--- src/rtl/seg7_scan_driver_pkg.sv ---
// Shared constants for the 7-segment scan driver: digit count and hex glyphs.
// Glyphs are active-high {g,f,e,d,c,b,a}; polarity is applied at the top.
// Idle (all-off) levels are given in the same active-high form.
package seg7_scan_driver_pkg;

    localparam int NUM_DIGITS = 4;

    localparam logic [6:0] SEG_0 = 7'h3F;
    localparam logic [6:0] SEG_1 = 7'h06;
    localparam logic [6:0] SEG_2 = 7'h5B;
    localparam logic [6:0] SEG_3 = 7'h4F;
    localparam logic [6:0] SEG_4 = 7'h66;
    localparam logic [6:0] SEG_5 = 7'h6D;
    localparam logic [6:0] SEG_6 = 7'h7D;
    localparam logic [6:0] SEG_7 = 7'h07;
    localparam logic [6:0] SEG_8 = 7'h7F;
    localparam logic [6:0] SEG_9 = 7'h6F;
    localparam logic [6:0] SEG_A = 7'h77;
    localparam logic [6:0] SEG_B = 7'h7C;
    localparam logic [6:0] SEG_C = 7'h39;
    localparam logic [6:0] SEG_D = 7'h5E;
    localparam logic [6:0] SEG_E = 7'h79;
    localparam logic [6:0] SEG_F = 7'h71;

    localparam logic [6:0] SEG_OFF = 7'h00;
    localparam logic [3:0] AN_OFF  = 4'h0;

endpackage

--- src/rtl/seg7_scan_driver_hex_to_seg7.sv ---
// Hex nibble to 7-segment glyph decoder, active-high {g,f,e,d,c,b,a}.
// Purely combinational, zero latency.
// No flow control; output follows input.
module hex_to_seg7
    import seg7_scan_driver_pkg::*;
(
    input  logic [3:0] nibble,
    output logic [6:0] seg
);

    // Table lookup of the glyph for each hex digit
    always_comb begin
        seg = SEG_OFF;
        unique case (nibble)
            4'h0: seg = SEG_0;
            4'h1: seg = SEG_1;
            4'h2: seg = SEG_2;
            4'h3: seg = SEG_3;
            4'h4: seg = SEG_4;
            4'h5: seg = SEG_5;
            4'h6: seg = SEG_6;
            4'h7: seg = SEG_7;
            4'h8: seg = SEG_8;
            4'h9: seg = SEG_9;
            4'hA: seg = SEG_A;
            4'hB: seg = SEG_B;
            4'hC: seg = SEG_C;
            4'hD: seg = SEG_D;
            4'hE: seg = SEG_E;
            4'hF: seg = SEG_F;
        endcase
    end

endmodule

--- src/rtl/seg7_scan_driver.sv ---
// Time-multiplexes four hex digits onto a common-anode 4-digit 7-seg display.
// All outputs registered: outputs in cycle t+1 reflect scan state at cycle t.
// No backpressure; inputs are snapshotted once per frame so frames never tear.
module seg7_scan_driver
    import seg7_scan_driver_pkg::*;
#(
    parameter int SCAN_DIV     = 100000,
    parameter int BLANK_CYCLES = 1000,
    parameter bit ACTIVE_LOW   = 1'b1
) (
    input  logic        clk,
    input  logic        rst,
    input  logic [15:0] value,
    input  logic [3:0]  digit_en,
    input  logic [3:0]  dp,
    output logic [3:0]  an,
    output logic [6:0]  seg,
    output logic        dp_out,
    output logic        frame_start
);

    generate
        if (SCAN_DIV < 2 || BLANK_CYCLES < 1 || BLANK_CYCLES >= SCAN_DIV) begin : g_bad_params
            $error("seg7_scan_driver: need SCAN_DIV >= 2 and 1 <= BLANK_CYCLES < SCAN_DIV");
        end
    endgenerate

    localparam int             CW        = $clog2(SCAN_DIV);
    localparam logic [CW-1:0]  CNT_LAST  = CW'(SCAN_DIV - 1);
    localparam logic [CW-1:0]  CNT_BLANK = CW'(BLANK_CYCLES);

    // Polarity masks: XOR with these turns active-high levels into pin levels
    localparam logic [3:0] AN_POL  = {NUM_DIGITS{ACTIVE_LOW}};
    localparam logic [6:0] SEG_POL = {7{ACTIVE_LOW}};

    logic [CW-1:0] cnt;
    logic [1:0]    d;

    logic [15:0] shadow_value;
    logic [3:0]  shadow_en;
    logic [3:0]  shadow_dp;

    logic        frame_edge;
    logic        lit;
    logic [3:0]  cur_nibble;
    logic [6:0]  glyph;
    logic [3:0]  an_hi;
    logic [6:0]  seg_hi;
    logic        dp_hi;

    assign frame_edge = (cnt == '0) && (d == 2'd0);

    // Slot counter and digit index; digit advances when the slot wraps
    always_ff @(posedge clk) begin
        if (rst) begin
            cnt <= '0;
            d   <= 2'd0;
        end else if (cnt == CNT_LAST) begin
            cnt <= '0;
            d   <= d + 2'd1;
        end else begin
            cnt <= cnt + CW'(1);
        end
    end

    // Snapshot the inputs once, at the very start of each frame
    always_ff @(posedge clk) begin
        if (rst) begin
            shadow_value <= '0;
            shadow_en    <= '0;
            shadow_dp    <= '0;
        end else if (frame_edge) begin
            shadow_value <= value;
            shadow_en    <= digit_en;
            shadow_dp    <= dp;
        end
    end

    // Only the shadowed nibble of the current digit is decoded
    assign cur_nibble = shadow_value[{d, 2'b00} +: 4];

    hex_to_seg7 u_dec (
        .nibble (cur_nibble),
        .seg    (glyph)
    );

    // Active-high view of what the display should show this cycle
    always_comb begin
        lit    = (cnt >= CNT_BLANK) && shadow_en[d];
        an_hi  = AN_OFF;
        seg_hi = SEG_OFF;
        dp_hi  = 1'b0;
        if (lit) begin
            an_hi  = 4'b0001 << d;
            seg_hi = glyph;
            dp_hi  = shadow_dp[d];
        end
    end

    // Register outputs with polarity applied; reset drives the idle level
    always_ff @(posedge clk) begin
        if (rst) begin
            an          <= AN_OFF ^ AN_POL;
            seg         <= SEG_OFF ^ SEG_POL;
            dp_out      <= ACTIVE_LOW;
            frame_start <= 1'b0;
        end else begin
            an          <= an_hi ^ AN_POL;
            seg         <= seg_hi ^ SEG_POL;
            dp_out      <= dp_hi ^ ACTIVE_LOW;
            frame_start <= frame_edge;
        end
    end

endmodule
--- config.mk ---
export PLATFORM = sky130hd
export DESIGN_NAME = seg7_scan_driver
export DESIGN_NICKNAME = d
export VERILOG_FILES = /design/src/rtl/seg7_scan_driver_pkg.sv /design/src/rtl/seg7_scan_driver_hex_to_seg7.sv /design/src/rtl/seg7_scan_driver.sv
export SDC_FILE = /design/constraint.sdc
export NUM_CORES = 1
export LEC_CHECK = 0
export CAP_MARGIN = 0
export CORE_UTILIZATION = 45
export CTS_CLUSTER_DIAMETER = 120
export CTS_CLUSTER_SIZE = 28
export DETAILED_ROUTE_END_ITERATION = 7
export GPL_ROUTABILITY_DRIVEN = 0
export HOLD_SLACK_MARGIN = 0.05
export PLACE_DENSITY = 0.68
export SYNTH_ARGS = -nofsm -noshare
export SYNTH_HDL_FRONTEND = slang
export SYNTH_HIERARCHICAL = 1
export SYNTH_SLANG_ARGS = --single-unit
--- constraint.sdc ---
create_clock -name clk -period 3.03 [get_ports clk]
set_clock_uncertainty 0.2 [all_clocks]
set_input_delay 0.606 -clock clk [delete_from_list [all_inputs] [get_ports clk]]
set_output_delay 0.606 -clock clk [all_outputs]
set_load 0.005 [all_outputs]
=== Yosys cells after proc, flatten, opt, wreduce, memory -nomap -nowiden ===
Memory sizes are Yosys's and may differ from the RTL's.
Index checks and enable logic that the tools add are counted.

* Add/sub/neg operators: 2
* Magnitude comparators: 2
* Equality and inequality tests: 1
* Shift operators: 2
* Mux-type cells: 7
* Bitwise gates (word level): 3
* Reductions and logical operators: 5

{| class="wikitable"
|+ Operator list
! cell !! count
|-
| 17-bit by 1-bit adder with 17-bit output (second input constant) || 1
|-
| 17-bit == test (second input constant) || 1
|-
| 17-bit by 10-bit >= comparator with 1-bit output (second input constant) || 1
|-
| 17-bit zero test || 1
|-
| 16-bit by 5-bit indexed part select with 4-bit output || 1
|-
| 7-bit 2-to-1 mux || 1
|-
| 7-bit NOT || 1
|-
| 1-bit binary-select mux with 2-bit select || 2
|-
| 4-bit 2-to-1 mux || 1
|-
| 4-bit NOT || 1
|-
| 1-bit by 2-bit << shifter with 4-bit output (first input constant) || 1
|-
| 2-bit by 3-bit < comparator with 1-bit output (second input constant) || 1
|-
| 1-bit 2-to-1 mux || 3
|-
| 2-bit by 1-bit adder with 2-bit output (second input constant) || 1
|-
| 1-bit logical AND || 2
|-
| 2-bit zero test || 1
|-
| 2-bit OR reduction || 1
|-
| 1-bit NOT || 1
|}

* Bits in registers: 56
* Memory bits (read-only): 112
* Input port bits: 26
* Output and inout bits: 13
* Logic and storage cells: 32
* Memories kept: 1

{| class="wikitable"
|+ Memory list
! memory !! depth !! bits a word !! read ports !! clocked after memory_dff !! wr ports !! line !! source
|-
| (name not given) || 16 || 7 || 1 || 0 || 0 || seg7_scan_driver_hex_to_seg7.sv:14 || <nowiki>unique case (nibble)</nowiki>
|}

=== Longest topological paths before layout ===
Gate-level depths: netlist (run 1).

* Word-level depth: 5
* Depth in mapped cells: 8
* Mapped depth without buffers: 6

=== Hierarchy ===
The synthesis (run 1) kept the hierarchy.

{| class="wikitable"
|+ By module, submodules not included
! module !! instances !! cells an instance !! area each (µm²) !! sequential area each (µm²)
|-
| seg7_scan_driver || 1 || 263 || 2368.5 || 1121.1
|-
| hex_to_seg7 || 1 || 33 || 287.8 || 0.0
|}

=== Worst setup path after synthesis (run 1) ===
OpenSTA, ideal clock, no wires.

* Path type: flip-flop to flip-flop
* Start: register d[0]
* End: register seg[3]
* Library setup time: 0.058 ns
* Data arrival time: 2.238 ns
* Data required time: 2.772 ns
* Setup slack: 0.533 ns
* Cell stages (with the launch flop): 8
* Buffers on the path: 1
* Clock period less this slack: 2.497 ns
* Cell sequence: dfxtp_1 -> clkbuf_1 -> mux4_2 -> inv_1 -> ha_1 -> inv_1 -> mux4_1 -> nand2_1

* Elaborated cells between the ends (all ways): 7
* Classes of those cells: shift: 1; mux: 3; bitwise: 1; reduce/logical: 1; memory: 1

{| class="wikitable"
|+ RTL lines
! item !! line !! source
|-
| from (decl) || seg7_scan_driver.sv:37 || <nowiki>logic [1:0] d;</nowiki>
|-
| from (signal assigned) || seg7_scan_driver.sv:60 || <nowiki>d <= d + 2'd1;</nowiki>
|-
| 16-bit by 5-bit indexed part select with 4-bit output || seg7_scan_driver.sv:80 || <nowiki>assign cur_nibble = shadow_value[{d, 2'b00} +: 4];</nowiki>
|-
| net cur_nibble[1] || seg7_scan_driver.sv:45 || <nowiki>logic [3:0] cur_nibble;</nowiki>
|-
| memory read 16 x 7 bit || -- ||
|-
| net glyph[3] || seg7_scan_driver.sv:46 || <nowiki>logic [6:0] glyph;</nowiki>
|-
| 7-bit 2-to-1 mux || seg7_scan_driver.sv:93 || <nowiki>if (lit) begin</nowiki>
|-
| 7-bit NOT (no line) || -- ||
|-
| to (signal assigned) || seg7_scan_driver.sv:104 || <nowiki>seg <= SEG_OFF ^ SEG_POL;</nowiki>
|-
| to (signal assigned) || seg7_scan_driver.sv:109 || <nowiki>seg <= seg_hi ^ SEG_POL;</nowiki>
|-
| to (decl) || seg7_scan_driver.sv:17 || <nowiki>output logic [6:0] seg,</nowiki>
|}

The timed path passes the listed nets, and every way through them passes these cells. The select of a mux whose other input is x is not followed.
A chain may end at the register's enable or synchronous reset.

=== Worst setup path after layout (run 1) ===
* Start: register d[1]
* End: register seg[3]

Same word-level chain as after synthesis.

==> impl_metrics.csv, run 1 <==
group,metric,value,unit
critical_path,start_kind,"register",
sta,layout_min_cycle_time,2.27,ns
critical_path,worstSetupEndpointType,"register",
global_route,grt_antenna_before_repair,0,
finish,diodes,0,
finish,multi_input_area,1380,um2
drt,dr_total_vias,2181,
sta,final-hold-violation-count,0,
power,p_total,0.00141,W
finish,area_growth,19.4,%
clock_network,cts_root_buf,"clkbuf_8",
yosys,synth_warnings,6,
place,place_area,3080,um2
yosys,yosysUniqueCellTypes,39,
sta,whs,0.278,ns
floorplanning,io-pin-count,39,
finish,nFillCells,532,
drt,ant_nets,0,
drt,wl_per_cell,13.7,um
global_route,grt_first_pass_wirelength,9.27,mm
floorplanning,core-area,5610,um2
power,p_leak,1.13,nW
sta,setup_viol,0,
yosys,syn-num-nets,335,
place,dp_cells,390,
place,dp.final_hpwl,3.90,mm
sta,totalNegativeSetupSlack,0,ns
finish,fin_cells,398,
sta,worst_slew_margin_rel,0.631,
run_status,outcome,"completed",
yosys,avgSynthCellArea,8.97,um2
clock_network,cts_sinks,56,
floorplanning,dieHeight,78.8,um
sta,max_freq,441,MHz
place,io_buffers,38,
critical_path,critPathRequiredTime,3.09,ns
floorplanning,start_util,0.474,
clock_network,post_cts_resized,0,
yosys,async_flop_share,0,
sta,grt_setup_unrepaired,"no",
clock_network,clockBufferDepth,2,
sta,tightest_slew,0.545,ns
floorplanning,rows,27,
global_route,globalRoute.totalOverflow,0,
critical_path,crit_type,"register to register",
global_route,grt_pass1_vias,1935,
yosys,synth_edf_count,0,
yosys,synth_area_leaders,"dfxtp_1, ha_1, a21oi_1",
critical_path,regToRegSetupSlack,0.76,ns
finish,layout-drive-gt1-share,0.0828,
yosys,syn_area,2660,um2
sta,maxSlewViolCount,0,
hold_path,hp-class,"register to register",
power,ir_drop,0.287,mV
clock_network,cts_buffers,5,
global_route,grt_usage,0.188,
power,p_per_area,444,nW/um2
yosys,ys_seq_area_frac,0.422,
critical_path,worst_path_most_repeated_cell,"inv_1",
critical_path,worstPathCellList,"mux4_2 > inv_1 > ha_1 > inv_1 > mux4_1 > nand2_1",
critical_path,cpMaxStageDelayCell,"dfxtp_1",
yosys,synthCells,296,
yosys,ys.flop_type,"dfxtp_1",
finish,layout_commonest_cell,"dfxtp_1",
clock_network,insertion_delay,0.31,ns
critical_path,arrival,2.32,ns
critical_path,slowest_delay,0.58,ns
finish,num-nets-final,364,
drt,drt-total-wl,5.44,mm
global_route,grt_max_degree,27,
yosys,netlist.area_leader.share,0.422,
yosys,yosys.area.top_type,"dfxtp_1",
drt,vias_per_cell,5.48,
clock_network,tritoncts,"yes",
drt,drt_iter0_markers,116,
clock_network,h-tree-depth,2,
sta,finalCritPeriodShare,0.749,
finish,final_cell_mix,"dfxtp_1, clkdlybuf4s50_1, a21oi_1",
floorplanning,dieArea,6210,um2
finish,final_cell_area,3170,um2
job,drv_cap,0,
critical_path,path_max_fanout,10,
drt,drt_pass1_iterations,4,
clock_network,path_clk_slew,0.11,ns
floorplanning,die_w,78.8,um
clock_network,post-cts-setup-buffers,0,
clock_network,postCtsHoldBufs,0,
finish,register_area,1120,um2
drt,drc_errors,0,
yosys,synth-seq-cells,56,
## critical path, delay by kind of cell (launching register included)
kind | cells | cell delay, ns
and+or+nand+nor | 1 | 0.07
adders and majority gates | 1 | 0.25
muxes | 2 | 0.91
buffers and inverters | 2 | 0.21
DFF | 1 | 0.58
## through the flow
stage	util	setup slack (ns)
floorplan	-	0.533
global placement	0.549	0.877
detailed placement	0.549	0.776
CTS	0.566	0.748
global route	0.566	0.641
finish	0.566	0.762
## cell families (layout without fill, tap and decap cells)
kind of cell,after synthesis,count (layout),share of synthesized area
muxes,12,12,0.0810
buffers and inverters,37,67,0.0603
and+or+nand+nor,101,101,0.198
AOI/OAI and AO/OA,64,64,0.135
adders and majority gates,13,13,0.0612
xor gates and xnor gates,13,13,0.0429
DFF,56,56,0.422
## where the power goes
part / total, W / internal [W] / switching [W]
Clock: 0.000415 / 0.000166 / 0.000249
Sequential: 0.000790 / 0.000770 / 0.0000204
Combinational: 0.000204 / 0.000103 / 0.000100
Total: 0.00141 / 0.00104 / 0.000369
## routing by layer
metal	routed length [um]	track usage
met4	29	0.0382
met5	0	0
met3	307	0.0310
met2	2280	0.273
met1	2820	0.290
## flip-flops by register name, summed over array words and instances, names as in the netlist
name and flops:
an 4, shadow_en 4, shadow_dp 4, frame_start 1, seg 7, d 2
dp_out 1, shadow_value 16, cnt 17
## final cells by class
| type | count | share of cell area |
|---|---|---|
| timing repair buffer | 45 | 0.136 |
| inverter | 14 | 0.0166 |
| clock inverter | 3 | 0.00710 |
| tap | 72 | 0.0284 |
| multi-input combinational | 203 | 0.436 |
| clock buffer | 5 | 0.0217 |
| sequential | 56 | 0.353 |
## cell usage after synthesis, types with 2 or more instances
cell type	number
nand4_1	11
buf_6	2
ha_1	13
nor3_1	7
o21ai_0	26
or3_1	4
nor4_1	3
and3_1	2
clkbuf_1	15
dfxtp_1	56
mux2i_1	2
or4_1	2
inv_1	14
a21oi_1	30
o21a_1	2
and4_1	3
xnor2_1	5
nand2_1	18
nor2_1	16
buf_2	5
xor2_1	8
nand3_1	28
mux4_2	6
mux2_2	3
## final timing paths
| check | depth (start not counted) | end | start |
|---|---|---|---|
| worst min-delay path | 2 | shadow_en[0]$_SDFFE_PP0P_ | shadow_en[0]$_SDFFE_PP0P_ |
| worst min register to register | 2 | shadow_en[0]$_SDFFE_PP0P_ | shadow_en[0]$_SDFFE_PP0P_ |
| worst max register to register | 6 | seg[3]$_SDFF_PP1_ | d[1]$_SDFFE_PP0N_ |
| worst max-delay path | 6 | seg[3]$_SDFF_PP1_ | d[1]$_SDFFE_PP0N_ |
(Power assumes the default switching activity.)
==> inputs of run 2 (changes only) <==
Clock period 3.03 ns to 2.2 ns, I/O delays scaled along.
==> impl_metrics.csv, run 2 (synthesized netlist as in run 1, its figures left out) <==
group,metric,value,unit
run_status,outcome,"completed",
sta,layout_setup_ws,0.0949,ns
sta,max_freq,475,MHz
finish,layout_commonest_cell,"dfxtp_1",
place,pre_cts_ws,-0.000905,ns
global_route,grt_first_pass_wirelength,9.72,mm
sta,worst_slew_margin_rel,0.771,
power,p_comb_frac,0.158,
finish,area_growth,23.3,%
sta,final-hold-violation-count,0,
power,p_int,0.00145,W
finish,final_cell_mix,"dfxtp_1, clkdlybuf4s50_1, a21oi_1",
floorplanning,io-pin-count,39,
power,clkPwrFrac,0.291,
floorplanning,dieHeight,78.8,um
global_route,grt_usage,0.200,
finish,num-nets-final,374,
floorplanning,rows,27,
drt,dr_total_vias,2237,
critical_path,cp_num_buf_inv,1,
finish,largest-register,"cnt",
clock_network,insertion_delay,0.31,ns
global_route,globalRoute.totalOverflow,0,
global_route,grt_antenna_before_repair,0,
critical_path,worst_path_most_repeated_cell,"mux4_2",
sta,totalNegativeSetupSlack,0,ns
drt,drc_errors,0,
global_route,grt_max_degree,27,
floorplanning,start_util,0.474,
power,p_sw_frac,0.265,
place,dp.final_hpwl,3.98,mm
drt,drt-total-wl,5.72,mm
job,drv_cap,0,
critical_path,critPathRequiredTime,2.27,ns
sta,tightest_slew,0.341,ns
sta,whs,0.277,ns
clock_network,path_clk_slew,0.11,ns
clock_network,cts_sinks,56,
clock_network,cts_root_buf,"clkbuf_8",
critical_path,arrival,2.17,ns
drt,drt_pass1_iterations,4,
sta,setup_viol,0,
drt,wl_per_cell,14.0,um
critical_path,crit_type,"register to register",
drt,ant_nets,0,
critical_path,crit_family,"multiplexers",
clock_network,clockBufferDepth,2,
power,p_seq_frac,0.551,
sta,finalCritPeriodShare,0.957,
finish,reg_top3,"cnt x17, shadow_value x16, seg x7",
critical_path,cpMaxStageDelayCell,"mux4_2",
critical_path,slowest_delay,0.57,ns
floorplanning,core-area,5610,um2
global_route,grt_pass1_vias,1991,
hold_path,hp-class,"register to register",
critical_path,path_max_fanout,4,
drt,vias_per_cell,5.48,
sta,maxSlewViolCount,0,
critical_path,worstPathCellList,"mux4_2 > inv_2 > ha_1 > mux4_2 > nand2_1",
clock_network,h-tree-depth,2,
power,p_leak,1.19,nW
finish,nFillCells,531,
critical_path,worstSetupEndpointType,"register",
floorplanning,die_w,78.8,um
floorplanning,dieArea,6210,um2
finish,largest_register_ff_count,17,
power,ir_drop,0.357,mV
clock_network,cts_buffers,5,
place,io_buffers,38,
drt,drt_iter0_markers,98,
power,p_switching,0.000522,W
sta,layout_min_cycle_time,2.11,ns
finish,diodes,0,
clock_network,tritoncts,"yes",
finish,layout-drive-gt1-share,0.125,
power,p_per_area,603,nW/um2
critical_path,start_kind,"register",
## run 2: final timing paths
kind	end	depth (start not counted)	slack [ns]	from
worst max register to register	seg[3]$_SDFF_PP1_	5	0.09	d[0]$_SDFFE_PP0N_
worst max-delay path	seg[3]$_SDFF_PP1_	5	0.09	d[0]$_SDFFE_PP0N_
worst min register to register	shadow_value[6]$_SDFFE_PP0P_	2	0.28	shadow_value[6]$_SDFFE_PP0P_
worst min-delay path	shadow_value[6]$_SDFFE_PP0P_	2	0.28	shadow_value[6]$_SDFFE_PP0P_
## run 2: power groups by stage
| stage | Combinational [W] | Sequential (W) | Clock (W) |
|---|---|---|---|
| 2_1_floorplan | 0.000197 | 0.00110 | 0 |
| 3_3_place_gp | 0.000289 | 0.00111 | 0 |
| 3_5_place_dp | 0.000296 | 0.00111 | 0 |
| 4_1_cts | 0.000298 | 0.00109 | 0.000590 |
| 5_1_grt | 0.000346 | 0.00109 | 0.000635 |
| 6_report | 0.000312 | 0.00109 | 0.000575 |
## run 2: metal layers
layer	GRT usage	part of all wire	up-vias
li1	-	-	1126
met4	0.0691	0.012	0
met5	0	0	-
met1	0.286	0.49	1053
met2	0.299	0.45	52
met3	0.0402	0.047	6
## run 2: final cells by class
cell class	count	area (um2)	share of cell area
clock buffer	5	68.8	0.0210
timing repair buffer	55	520	0.159
clock inverter	3	22.5	0.00688
tap	72	90.1	0.0275
sequential	56	1120	0.344
multi-input combinational	203	1390	0.425
inverter	14	55.1	0.0168
## run 2: per-stage QoR
| stage | cells | cell area, um2 | power (W) | utilization |
|---|---|---|---|---|
| after global placement | 396 | 3140 | 0.00140 | 0.560 |
| after detailed placement | 396 | 3140 | 0.00141 | 0.560 |
| after global routing | 408 | 3270 | 0.00207 | 0.584 |
| after CTS | 404 | 3230 | 0.00198 | 0.577 |
| final | 408 | 3270 | 0.00197 | 0.584 |
| after floorplan | 296 | 2670 | 0.00129 | - |
## run 2: worst min-delay path, delay by kind of cell (launching register included)
| kind | cells | cell delay [ns] |
|---|---|---|
| AO/OA/AOI/OAI | 2 | 0.12 |
| flip-flops | 1 | 0.32 |
## run 2: timing repair
action | 4_1_cts | 5_1_grt
gates resized for setup | 1 | 5
endpoints found under the setup margin | 1 | 3
endpoints found under the hold margin | 0 | 0
buffers inserted | 0 | 4
hold buffers | 0 | 0
